[config.mk]
export PLATFORM = sky130hd
export DESIGN_NAME = pipeline_sequencer
export DESIGN_NICKNAME = d
export VERILOG_FILES = /design/src/rtl/pipeline_sequencer_pkg.sv /design/src/rtl/pipeline_sequencer_cycle_counter.sv /design/src/rtl/pipeline_sequencer.sv
export SDC_FILE = /design/constraint.sdc
export NUM_CORES = 1
export LEC_CHECK = 0
export ABC_AREA = 1
export CORE_ASPECT_RATIO = 0.9
export CORE_MARGIN = 8
export CORE_UTILIZATION = 50
export DETAILED_ROUTE_END_ITERATION = 16
export GPL_TIMING_DRIVEN = 0
export PLACE_DENSITY = 0.78
export SYNTH_ARGS = -nofsm -noshare
export SYNTH_HDL_FRONTEND = slang
export SYNTH_HIERARCHICAL = 1
export SYNTH_SLANG_ARGS = --single-unit
[constraint.sdc]
create_clock -name i_clock -period 2 [get_ports i_clock]
set_input_delay 0.4 -clock i_clock [delete_from_list [all_inputs] [get_ports i_clock]]
set_output_delay 0.4 -clock i_clock [all_outputs]
set_load 0.02 [all_outputs]
[src/rtl/pipeline_sequencer_pkg.sv]
// Shared definitions for the pipeline sequencer: state encoding, default
// sizes and a helper that classifies the states that advance the pipeline.
package pipeline_sequencer_pkg;

    typedef enum logic [2:0] {
        ST_IDLE   = 3'd0,
        ST_RUN    = 3'd1,
        ST_STEP   = 3'd2,
        ST_DRAIN  = 3'd3,
        ST_HALTED = 3'd4
    } seq_state_t;

    localparam int unsigned NB_CYCLE_COUNT_DEF = 32;
    localparam int unsigned DRAIN_CYCLES_DEF   = 3;

    // States in which the downstream stages clock forward.
    function automatic logic is_advance_state(input seq_state_t s);
        return (s == ST_RUN) || (s == ST_STEP) || (s == ST_DRAIN);
    endfunction

endpackage

[src/rtl/pipeline_sequencer_cycle_counter.sv]
// Free-running executed-cycle counter with enable, synchronous clear and
// asynchronous active-low reset; wraps modulo 2^NB_CYCLE_COUNT.
module pipeline_sequencer_cycle_counter #(
    parameter int unsigned NB_CYCLE_COUNT = 32
) (
    input  logic                      i_clock,
    input  logic                      i_reset_n,
    input  logic                      i_enable,
    input  logic                      i_clear,
    output logic [NB_CYCLE_COUNT-1:0] o_count
);

    // Count enabled cycles; clear wins over enable.
    always_ff @(posedge i_clock or negedge i_reset_n) begin
        if (!i_reset_n) begin
            o_count <= '0;
        end else if (i_clear) begin
            o_count <= '0;
        end else if (i_enable) begin
            o_count <= o_count + NB_CYCLE_COUNT'(1);
        end
    end

endmodule

[src/rtl/pipeline_sequencer.sv]
// Central run/step/stall/flush/drain controller for the 5-stage pipeline.
// Stage enables, flush and bubble are Mealy outputs so hazards act in the
// same cycle; state, drain counter, step_done and halted are registered.
module pipeline_sequencer
    import pipeline_sequencer_pkg::*;
#(
    parameter int unsigned NB_CYCLE_COUNT = NB_CYCLE_COUNT_DEF,
    parameter int unsigned DRAIN_CYCLES   = DRAIN_CYCLES_DEF
) (
    input  logic                      i_clock,
    input  logic                      i_reset_n,
    input  logic                      i_run,
    input  logic                      i_step,
    input  logic                      i_clear,
    input  logic                      i_risk_detected,
    input  logic                      i_if_flush,
    input  logic                      i_halt_detected,
    output logic                      o_pc_enable,
    output logic                      o_if_id_enable,
    output logic                      o_id_ex_enable,
    output logic                      o_ex_mem_enable,
    output logic                      o_mem_wb_enable,
    output logic                      o_if_id_flush,
    output logic                      o_id_ex_bubble,
    output logic                      o_step_done,
    output logic                      o_halted,
    output logic [NB_CYCLE_COUNT-1:0] o_cycle_count
);

    localparam int unsigned NB_DRAIN = $clog2(DRAIN_CYCLES) + 1;
    localparam logic [NB_DRAIN-1:0] DRAIN_LOAD = NB_DRAIN'(DRAIN_CYCLES - 1);

    seq_state_t          state;
    logic [NB_DRAIN-1:0] drain_cnt;
    logic                adv;
    logic                front_adv;

    // Stage controls from current state and hazard inputs; a clear cycle never advances.
    always_comb begin
        adv             = is_advance_state(state) & ~i_clear;
        front_adv       = adv & (state != ST_DRAIN);
        o_id_ex_enable  = adv;
        o_ex_mem_enable = adv;
        o_mem_wb_enable = adv;
        o_pc_enable     = front_adv & ~i_risk_detected;
        o_if_id_enable  = front_adv & ~i_risk_detected;
        o_id_ex_bubble  = front_adv & i_risk_detected;
        o_if_id_flush   = front_adv & i_if_flush & ~i_risk_detected;
    end

    // Sequencer FSM with registered step_done/halted and the drain down-counter.
    always_ff @(posedge i_clock or negedge i_reset_n) begin
        if (!i_reset_n) begin
            state       <= ST_IDLE;
            drain_cnt   <= '0;
            o_step_done <= 1'b0;
            o_halted    <= 1'b0;
        end else if (i_clear) begin
            state       <= ST_IDLE;
            drain_cnt   <= '0;
            o_step_done <= 1'b0;
            o_halted    <= 1'b0;
        end else begin
            o_step_done <= 1'b0;
            o_halted    <= (state == ST_HALTED);
            case (state)
                ST_IDLE: begin
                    if (i_run) begin
                        state <= ST_RUN;
                    end else if (i_step) begin
                        state <= ST_STEP;
                    end
                end
                ST_RUN: begin
                    if (i_halt_detected && !i_risk_detected) begin
                        state     <= ST_DRAIN;
                        drain_cnt <= DRAIN_LOAD;
                    end else if (!i_run) begin
                        state <= ST_IDLE;
                    end
                end
                ST_STEP: begin
                    if (i_halt_detected && !i_risk_detected) begin
                        state     <= ST_DRAIN;
                        drain_cnt <= DRAIN_LOAD;
                    end else begin
                        state       <= ST_IDLE;
                        o_step_done <= 1'b1;
                    end
                end
                ST_DRAIN: begin
                    if (drain_cnt == '0) begin
                        state       <= ST_HALTED;
                        o_step_done <= 1'b1;
                    end else begin
                        drain_cnt <= drain_cnt - NB_DRAIN'(1);
                    end
                end
                ST_HALTED: begin
                    state <= ST_HALTED;
                end
                default: begin
                    state <= ST_IDLE;
                end
            endcase
        end
    end

    pipeline_sequencer_cycle_counter #(
        .NB_CYCLE_COUNT(NB_CYCLE_COUNT)
    ) u_cycle_counter (
        .i_clock   (i_clock),
        .i_reset_n (i_reset_n),
        .i_enable  (adv),
        .i_clear   (i_clear),
        .o_count   (o_cycle_count)
    );

endmodule

After elaboration in Yosys (flattened, before gate mapping):

Cells that the tools add are included.
Widths: inputs -> output; s select.

* register bits after elaboration: 40
* bits of input ports: 8
* output and inout bits: 41
* word-level logic and storage cells: 55

* $add $sub $neg: 2
* equal/unequal tests: 10
* multiplexer cells: 19
* bitwise operators: 8
* reduce and logical (&&, ||, !) cells: 11

Operator list (number)
* $mux 32: 2
* $add 32x1->32 const B: 1
* $mux 3: 9
* $pmux 3 s5: 1
* $and 1x1->1: 6
* $eq 3x2->1 const B: 2
* $logic_not 3->1: 2
* $ne 3x2->1 const B: 2
* $pmux 3 s2: 1
* $reduce_and 3->1: 2
* $mux 1: 4
* $ne 4x3->1 const B: 1
* $ne 4x4->1 const B: 1
* $eq 3x1->1 const B: 1
* $eq 3x3->1 const B: 1
* $ne 3x1->1 const B: 1
* $ne 3x3->1 const B: 1
* $reduce_bool 3->1: 1
* $sub 3x1->3 const B: 1
* $logic_or 1x1->1: 2
* $mux 2: 1
* $not 1->1: 2
* $pmux 1 s2: 1
* $reduce_bool 2->1: 1
* 3 further kinds: 3

Depth between registers and ports, before layout:

Gate-level depths: netlist of run 1.

* word-level depth: 7
* gate-level depth with buffers: 14
* gate-level depth less buffers: 14

Modules after synthesis:

The synthesis of run 1 kept the hierarchy.

By module, submodules not included
* pipeline_sequencer_cycle_counter: instances 1, cells an instance 273, area each 1889.3 um2, seq. area each 800.8 um2
* pipeline_sequencer: instances 1, cells an instance 82, area each 563.0 um2, seq. area each 200.2 um2

Least setup slack after synthesis of run 1:

OpenSTA, ideal clock, no wires.

* path type: register to register
* from: register state[2]
* to: register u_cycle_counter.o_count[26]
* library setup time: 0.120 ns
* arrival time: 1.782 ns
* required time: 1.880 ns
* setup slack: 0.098 ns
* cell stages (with the launch flop): 13
* buffers on the path: 0
* clock period less this slack: 1.902 ns
* cell sequence: dfrtp_1 -> nor2_1 -> nand2_1 -> nand2_1 -> nand2_1 -> nand2_1 -> nor2_4 -> nor2_4 -> nand2_2 -> nor2_1 -> nand3_1 -> nand2_1 -> nor2_1

* word-level cells in the longest chain between the ends: 5
* elaborated cells between the ends (all ways): 7
* classes of those cells: eq/ne: 3; bitwise: 1; reduce/logical: 3

RTL lines
* from (decl): line pipeline_sequencer.sv:33 `seq_state_t state;`
* from (signal assigned): line pipeline_sequencer.sv:54 `state <= ST_IDLE;`
* from (signal assigned): line pipeline_sequencer.sv:59 `state <= ST_IDLE;`
* from (signal assigned): line pipeline_sequencer.sv:69 `state <= ST_RUN;`
* $eq 3x1->1 / $eq 3x2->1 (equally long branches): line pipeline_sequencer_pkg.sv:18 `return (s == ST_RUN) || (s == ST_STEP) || (s == ST_DRAIN);`
* $logic_or 1x1->1: line pipeline_sequencer_pkg.sv:18
* $logic_or 1x1->1 (*): line pipeline_sequencer_pkg.sv:18
* $and 1x1->1 (*): line pipeline_sequencer.sv:40 `adv = is_advance_state(state) & ~i_clear;`
* via o_ex_mem_enable: line pipeline_sequencer.sv:21 `output logic o_ex_mem_enable,`
* $reduce_bool 2->1 (no source line) (*)
* to (signal assigned): line pipeline_sequencer_cycle_counter.sv:20 `o_count <= o_count + NB_CYCLE_COUNT'(1);`
* to (decl): line pipeline_sequencer_cycle_counter.sv:10 `output logic [NB_CYCLE_COUNT-1:0] o_count`

Mark *: on every way through the listed nets, which the timed path passes. The rest lies on a longest branch.
A chain may end at the register's enable or synchronous reset.

Final worst setup path of run 1:

* from: register state[2]
* to: output o_id_ex_enable

* word-level cells in the longest chain between the ends: 4
* elaborated cells between the ends (all ways): 6
* classes of those cells: eq/ne: 3; bitwise: 1; reduce/logical: 2

RTL lines
* $eq 3x1->1 / $eq 3x2->1 (equally long branches): line pipeline_sequencer_pkg.sv:18
* $logic_or 1x1->1: line pipeline_sequencer_pkg.sv:18
* $logic_or 1x1->1 (*): line pipeline_sequencer_pkg.sv:18
* $and 1x1->1 (*): line pipeline_sequencer.sv:40
* to (decl): line pipeline_sequencer.sv:20 `output logic o_id_ex_enable,`

Every way passes the cells marked *; elsewhere a longest branch is shown, timed or not.

==> flow_metrics.py, run 1 <==
metrics = {
    "placement": {
        "placed_cell_area_sq_mm": 0.00301,
        "place_inst": 468,
        "place_hpwl_microns": 4640,
        "port_buffers": 48,
        "gp_congestion": 0.893,
    },
    "clocking": {
        "cts.sinks": 40,
        "cts_root_buf": "clkbuf_8",
        "clock_latency_ps": 300,
        "htreeDepth": 2,
        "clk_path_buf_depth": 2,
        "cts.clk_slew.worst_paths_ps": 90,
        "hold_buffers": 0,
        "cts_tree": "built",
        "cts_buffers": 5,
    },
    "floorplanning": {
        "start_util": 0.514,
        "die_y_microns": 82.4,
        "num_rows": 24,
        "io_pins": 49,
        "dieWidth_microns": 89.8,
        "coreArea_sq_mm": 0.00477,
        "die_area_sq_mm": 0.00740,
    },
    "route": {
        "routed_wl_microns": 6460,
        "vias_per_cell": 5.18,
        "drc": 0,
        "drt-wirelength-per-cell_microns": 13.2,
        "ant_nets": 0,
        "vias": 2537,
        "drt-initial-drc-count": 164,
        "firstDrtPassIters": 4,
    },
    "timing": {
        "skew_ps": 10.9,
        "period_minus_slack_ps": 1970,
        "rsz0062_at_grt": "yes",
        "finalHoldViolCount": 0,
        "worstMarginPinSlew_ps": 893,
        "setup_viol": 0,
        "period_share": 0.985,
        "drv_slew": 0,
        "max-slew-margin-rel": 0.405,
        "max_freq_ghz": 0.507,
    },
    "logic_synthesis": {
        "synth_xor_xnor_area_share": 0.00357,
        "synthTopCellsByArea": "dfrtp_1 (41%), nand2_1 (15%), nor2_1 (11%)",
        "synth_compound_area_frac": 0.0668,
        "synthAdderAreaFrac": 0.0153,
        "avgSynthCellArea_sq_um": 6.91,
        "ys_types": 25,
        "ys_seq_area_frac": 0.408,
        "yosys.area.top_type_share": 0.408,
        "synth_top_area_cell": "dfrtp_1",
        "synth_top_family_by_area": "simple AND/OR/NAND/NOR gates",
        "synth_cells": 355,
        "synthTopCellsByCount": "nand2_1 (98), nor2_1 (73), dfrtp_1 (40)",
        "yosysWarnings": 6,
        "synthArstFlopShare": 1.00,
        "synthFlopType": "dfrtp_1",
        "syn_area_sq_mm": 0.00245,
        "synth_edf_count": 0,
        "synthMuxAreaShare": 0,
        "synth.net_count": 366,
        "synth_most_common_cell": "nand2_1",
        "synthSimpleGateAreaFrac": 0.424,
        "ys_ff_latch": 40,
    },
    "cells_and_area": {
        "drive_gt1_frac": 0.176,
        "finalNonFillerCells": 490,
        "syn2layout_area_growth_pct": 33.3,
        "stdcell_area_sq_mm": 0.00327,
        "nets": 435,
        "diodes": 0,
    },
    "power_and_ir_drop": {
        "power.density_mw_per_mm2": 577,
        "totalPowerFinal_mw": 1.89,
        "peakVddDrop_uv": 362,
        "leakage_nw": 1.51,
    },
    "critical_path": {
        "start_kind": "flop",
        "required_ps": 1600,
        "arrival_ps": 1570,
        "crit_fanout": 4,
        "critPathKind": "flop to primary output",
        "critPathCaptureType": "primary output",
    },
    "global_route": {
        "grt_max_degree": 41,
        "first_global_vias": 2434,
        "grt_antenna_before_repair": 0,
        "grt_usage": 0.179,
        "grt_overflow_total": 0,
        "grt_pass1_wl_microns": 10900,
    },
    "status": {
        "status": "finished, final reports clean",
    },
    "worst_hold_path": {
        "min_path_type": "input pin to asynchronous set/reset pin",
    },
    "flow_run": {
        "cap_viol_max_count": 0,
    },
}
-- cell families (layout without fill, tap and decap cells) --
logic type,count (synthesis),count (layout)
and+or+nand+nor,231,232
buffers and inverters,48,117
DFF,40,40
AOI/OAI and AO/OA,32,32
adders and majority gates,3,3
xor gates and xnor gates,1,1
-- metal layers --
layer	part of all wire	up-vias	GRT usage	routed length [microns]
li1	-	1253	-	-
met1	0.44	1196	0.206	2840
met2	0.49	78	0.324	3170
met3	0.055	10	0.0434	358
met4	0.014	0	0.0658	91
met5	0	-	0	0
-- cell type report --
cell class / count / area, sq um
well taps: 65 / 81.3
flip-flops and latches: 40 / 1000
clock inverters: 3 / 42.5
inverters: 42 / 160
fillers: 395 / 1510
clock buffers: 5 / 68.8
plain buffers: 6 / 42.5
multi-input cells: 268 / 1310
repair buffers: 61 / 563
-- report_power, final --
group / switching, mW / internal (mW)
Sequential: 0.0238 / 0.828
Clock: 0.301 / 0.370
Combinational: 0.210 / 0.155
-- worst max-delay path, stage by stage (launching register included) --
cell and delay (ps):
dfrtp_2 460, buf_4 160, nor2_4 150, nand2_4 70, nand2_4 90, buf_4 110
buf_4 90, buf_2 150
-- state kept, by name, summed over array words and instances, names as in the netlist --
| name | cells |
|---|---|
| drain_cnt | 3 |
| state | 3 |
| u_cycle_counter/o_count | 32 |
| o_step_done | 1 |
| o_halted | 1 |
-- final timing paths --
path	start	endpoint	slack (ps)	cells after the start
max	state[2]	o_id_ex_enable	30	7
min	i_reset_n	u_cycle_counter/o_count[6]	220	1
max reg2reg	state[2]	u_cycle_counter/o_count[23]	70	13
min reg2reg	drain_cnt[2]	drain_cnt[2]	500	2
max in group asynchronous	i_reset_n	state[0]	1170	1
min in group i_clock	i_clear	o_halted	440	2
-- per-stage QoR --
| stage | TNS [ps] | setup WS, ps | hold slack [ps] | util |
|---|---|---|---|---|
| 2_1_floorplan | 0 | 98.0 | 104 | - |
| 3_3_place_gp | -40050 | -859 | 483 | 0.631 |
| 3_5_place_dp | -22800 | -865 | 489 | 0.630 |
| 4_1_cts | 0 | 10.3 | 260 | 0.662 |
| 5_1_grt | -118 | -60.2 | 299 | 0.685 |
| 6_report | 0 | 29.5 | 222 | 0.685 |
-- cell usage in the layout (no fill, tap or decap), drive strengths merged --
cell           Yosys  routed
nor4               1       1
a2bb2oi            1       1
clkbuf             1       7
nor3               1       1
a21oi             21      21
clkinvlp           0       1
o21ai             10      10
nor3b              1       1
nor2              85      86
inv               42      42
xnor2              1       1
dfrtp             40      40
bufinv             0       1
clkinv             0       1
nand2            109     109
nand3             27      27
ha                 3       3
clkdlybuf4s15      0       3
nand3b             1       1
nand4              5       5
or2                1       1
clkdlybuf4s50      0      39
buf                5      23
-- repair_timing --
action,4_1_cts,5_1_grt
gates resized for setup,32,16
cloned,0,1
setup buffers,4,9
pin swaps,2,13
setup endpoints to repair,38,30
No activity file was read; power rests on OpenSTA's default activity.
==> run 2, diff against run 1 <==
--- a/config.mk
+++ b/config.mk
@@ -6,7 +6,7 @@
 export NUM_CORES = 1
 export LEC_CHECK = 0
 export ABC_AREA = 1
-export CORE_ASPECT_RATIO = 0.9
+export CORE_ASPECT_RATIO = 0.7
 export CORE_MARGIN = 8
 export CORE_UTILIZATION = 50
 export DETAILED_ROUTE_END_ITERATION = 16
==> flow_metrics.py, run 2 (synthesis results as in run 1) <==
metrics = {
    "route": {
        "drt-initial-drc-count": 235,
        "vias": 2514,
        "ant_nets": 0,
        "routed_wl_microns": 6620,
        "vias_per_cell": 5.09,
        "drt-wirelength-per-cell_microns": 13.4,
        "firstDrtPassIters": 4,
        "drc": 0,
    },
    "timing": {
        "setup_viol": 0,
        "setup_tns_ps": 0,
        "rsz0062_at_grt": "yes",
        "max_freq_ghz": 0.502,
        "drv_slew": 0,
        "period_minus_slack_ps": 1990,
        "finalHoldViolCount": 0,
        "skew_ps": 9.04,
        "max-slew-margin-rel": 0.418,
        "worstMarginPinSlew_ps": 873,
        "timing.final.ws_setup_ps": 7.53,
        "period_share": 0.996,
    },
    "clocking": {
        "clk_path_buf_depth": 2,
        "htreeDepth": 2,
        "cts_root_buf": "clkbuf_8",
        "cts_tree": "built",
        "cts.clk_slew.worst_paths_ps": 80,
        "cts_buffers": 5,
        "clock_latency_ps": 290,
        "cts.sinks": 40,
    },
    "cells_and_area": {
        "regArea_sq_mm": 0.00100,
        "diodes": 0,
        "finalNonFillerCells": 494,
        "fillers": 394,
        "nets": 435,
        "mostFrequentLayoutCells": "nand2_1 (93), nor2_1 (70), clkdlybuf4s50_1 (39), dfrtp_1 (38), inv_1 (36)",
        "final_common_cell": "nand2_1",
        "reg.largest.list": "u_cycle_counter/o_count (32), drain_cnt (3), state (3)",
        "regMostFlops": "u_cycle_counter/o_count",
        "drive_gt1_frac": 0.174,
        "multiInputGateArea_sq_mm": 0.00131,
        "fin_util": 0.690,
        "stdcell_area_sq_mm": 0.00328,
        "syn2layout_area_growth_pct": 33.8,
        "largest_register_ffs": 32,
    },
    "power_and_ir_drop": {
        "power.density_mw_per_mm2": 569,
        "peakVddDrop_uv": 363,
        "leakage_nw": 1.53,
    },
    "critical_path": {
        "reg2reg_to": "u_cycle_counter/o_count[24]",
        "required_ps": 1600,
        "rrSetupSlack_ps": 80,
        "reg2reg_depth": 14,
        "arrival_ps": 1590,
        "critPathKind": "flop to primary output",
        "crit_start": "state[2]",
        "r2r_start": "state[2]",
        "crit_fanout": 4,
        "start_kind": "flop",
        "critPathCaptureType": "primary output",
    },
    "floorplanning": {
        "num_rows": 21,
        "die_area_sq_mm": 0.00744,
        "start_util": 0.516,
        "dieWidth_microns": 99.7,
        "die_y_microns": 74.6,
        "coreArea_sq_mm": 0.00476,
        "io_pins": 49,
    },
    "placement": {
        "placed_cell_area_sq_mm": 0.00301,
        "place_hpwl_microns": 4690,
        "place_inst": 472,
        "dp_slack_ps": -848,
        "gp_congestion": 0.898,
        "port_buffers": 48,
    },
    "global_route": {
        "grt_max_degree": 41,
        "grt_overflow_total": 0,
        "grt_antenna_before_repair": 0,
        "grt_usage": 0.177,
        "grt_pass1_wl_microns": 10800,
        "first_global_vias": 2339,
    },
    "status": {
        "status": "finished, final reports clean",
    },
    "worst_hold_path": {
        "min_path_type": "input pin to asynchronous set/reset pin",
    },
    "flow_run": {
        "cap_viol_max_count": 0,
    },
}
run 2: area by class of cell:
| class | instances | share of cell area |
|---|---|---|
| clock inverters | 3 | 0.0130 |
| flip-flops and latches | 40 | 0.306 |
| plain buffers | 6 | 0.0130 |
| well taps | 69 | 0.0263 |
| repair buffers | 61 | 0.174 |
| multi-input cells | 268 | 0.398 |
| clock buffers | 5 | 0.0210 |
| inverters | 42 | 0.0488 |
run 2: worst max-delay path, stage by stage, from the launching register on:
cell           delay (ps)
dfrtp_2               460
inv_4                  90
nand3_1               110
nand2_2               110
nand2_4                80
nor2_1                110
dlygate4sd2_1         350
run 2: how the worst max path moves through the flow:
stage | endpoint | slack, ps | cells after the start
global placement | o_mem_wb_enable | -890 | 6
detailed placement | o_mem_wb_enable | -850 | 6
global route | u_cycle_counter/o_count[23] | -70 | 14
CTS | o_ex_mem_enable | 6 | 6
finish | o_id_ex_bubble | 8 | 6
floorplan | u_cycle_counter/o_count[26] | 100 | 12
run 2: report_power, final:
part / leakage [nW] / switching (mW) / internal, mW
clock network: 0.0541 / 0.292 / 0.369
registers: 0.553 / 0.0218 / 0.828
logic: 0.922 / 0.207 / 0.149
run 2: repair_timing:
| action | in CTS | in global routing |
|---|---|---|
| gates resized for setup | 27 | 14 |
| pin swaps | 2 | 8 |
| hold buffers | 0 | 0 |
| hold endpoints to repair | 0 | 0 |
| cloned | 0 | 1 |
| endpoints found under the setup margin | 38 | 30 |
| buffers inserted | 4 | 9 |
run 2: through the flow:
step	hold WS, ps	total power, mW
2_1_floorplan	104	1.04
3_3_place_gp	483	1.16
3_5_place_dp	493	1.16
4_1_cts	251	1.84
5_1_grt	296	1.95
6_report	220	1.87
run 2: metal layers:
metal	wire, microns	vias to the layer above	track usage
met3	531	4	0.0449
met2	3090	89	0.287
met4	29	0	0.0301
met5	0	-	0
li1	-	1247	-
met1	2970	1174	0.238
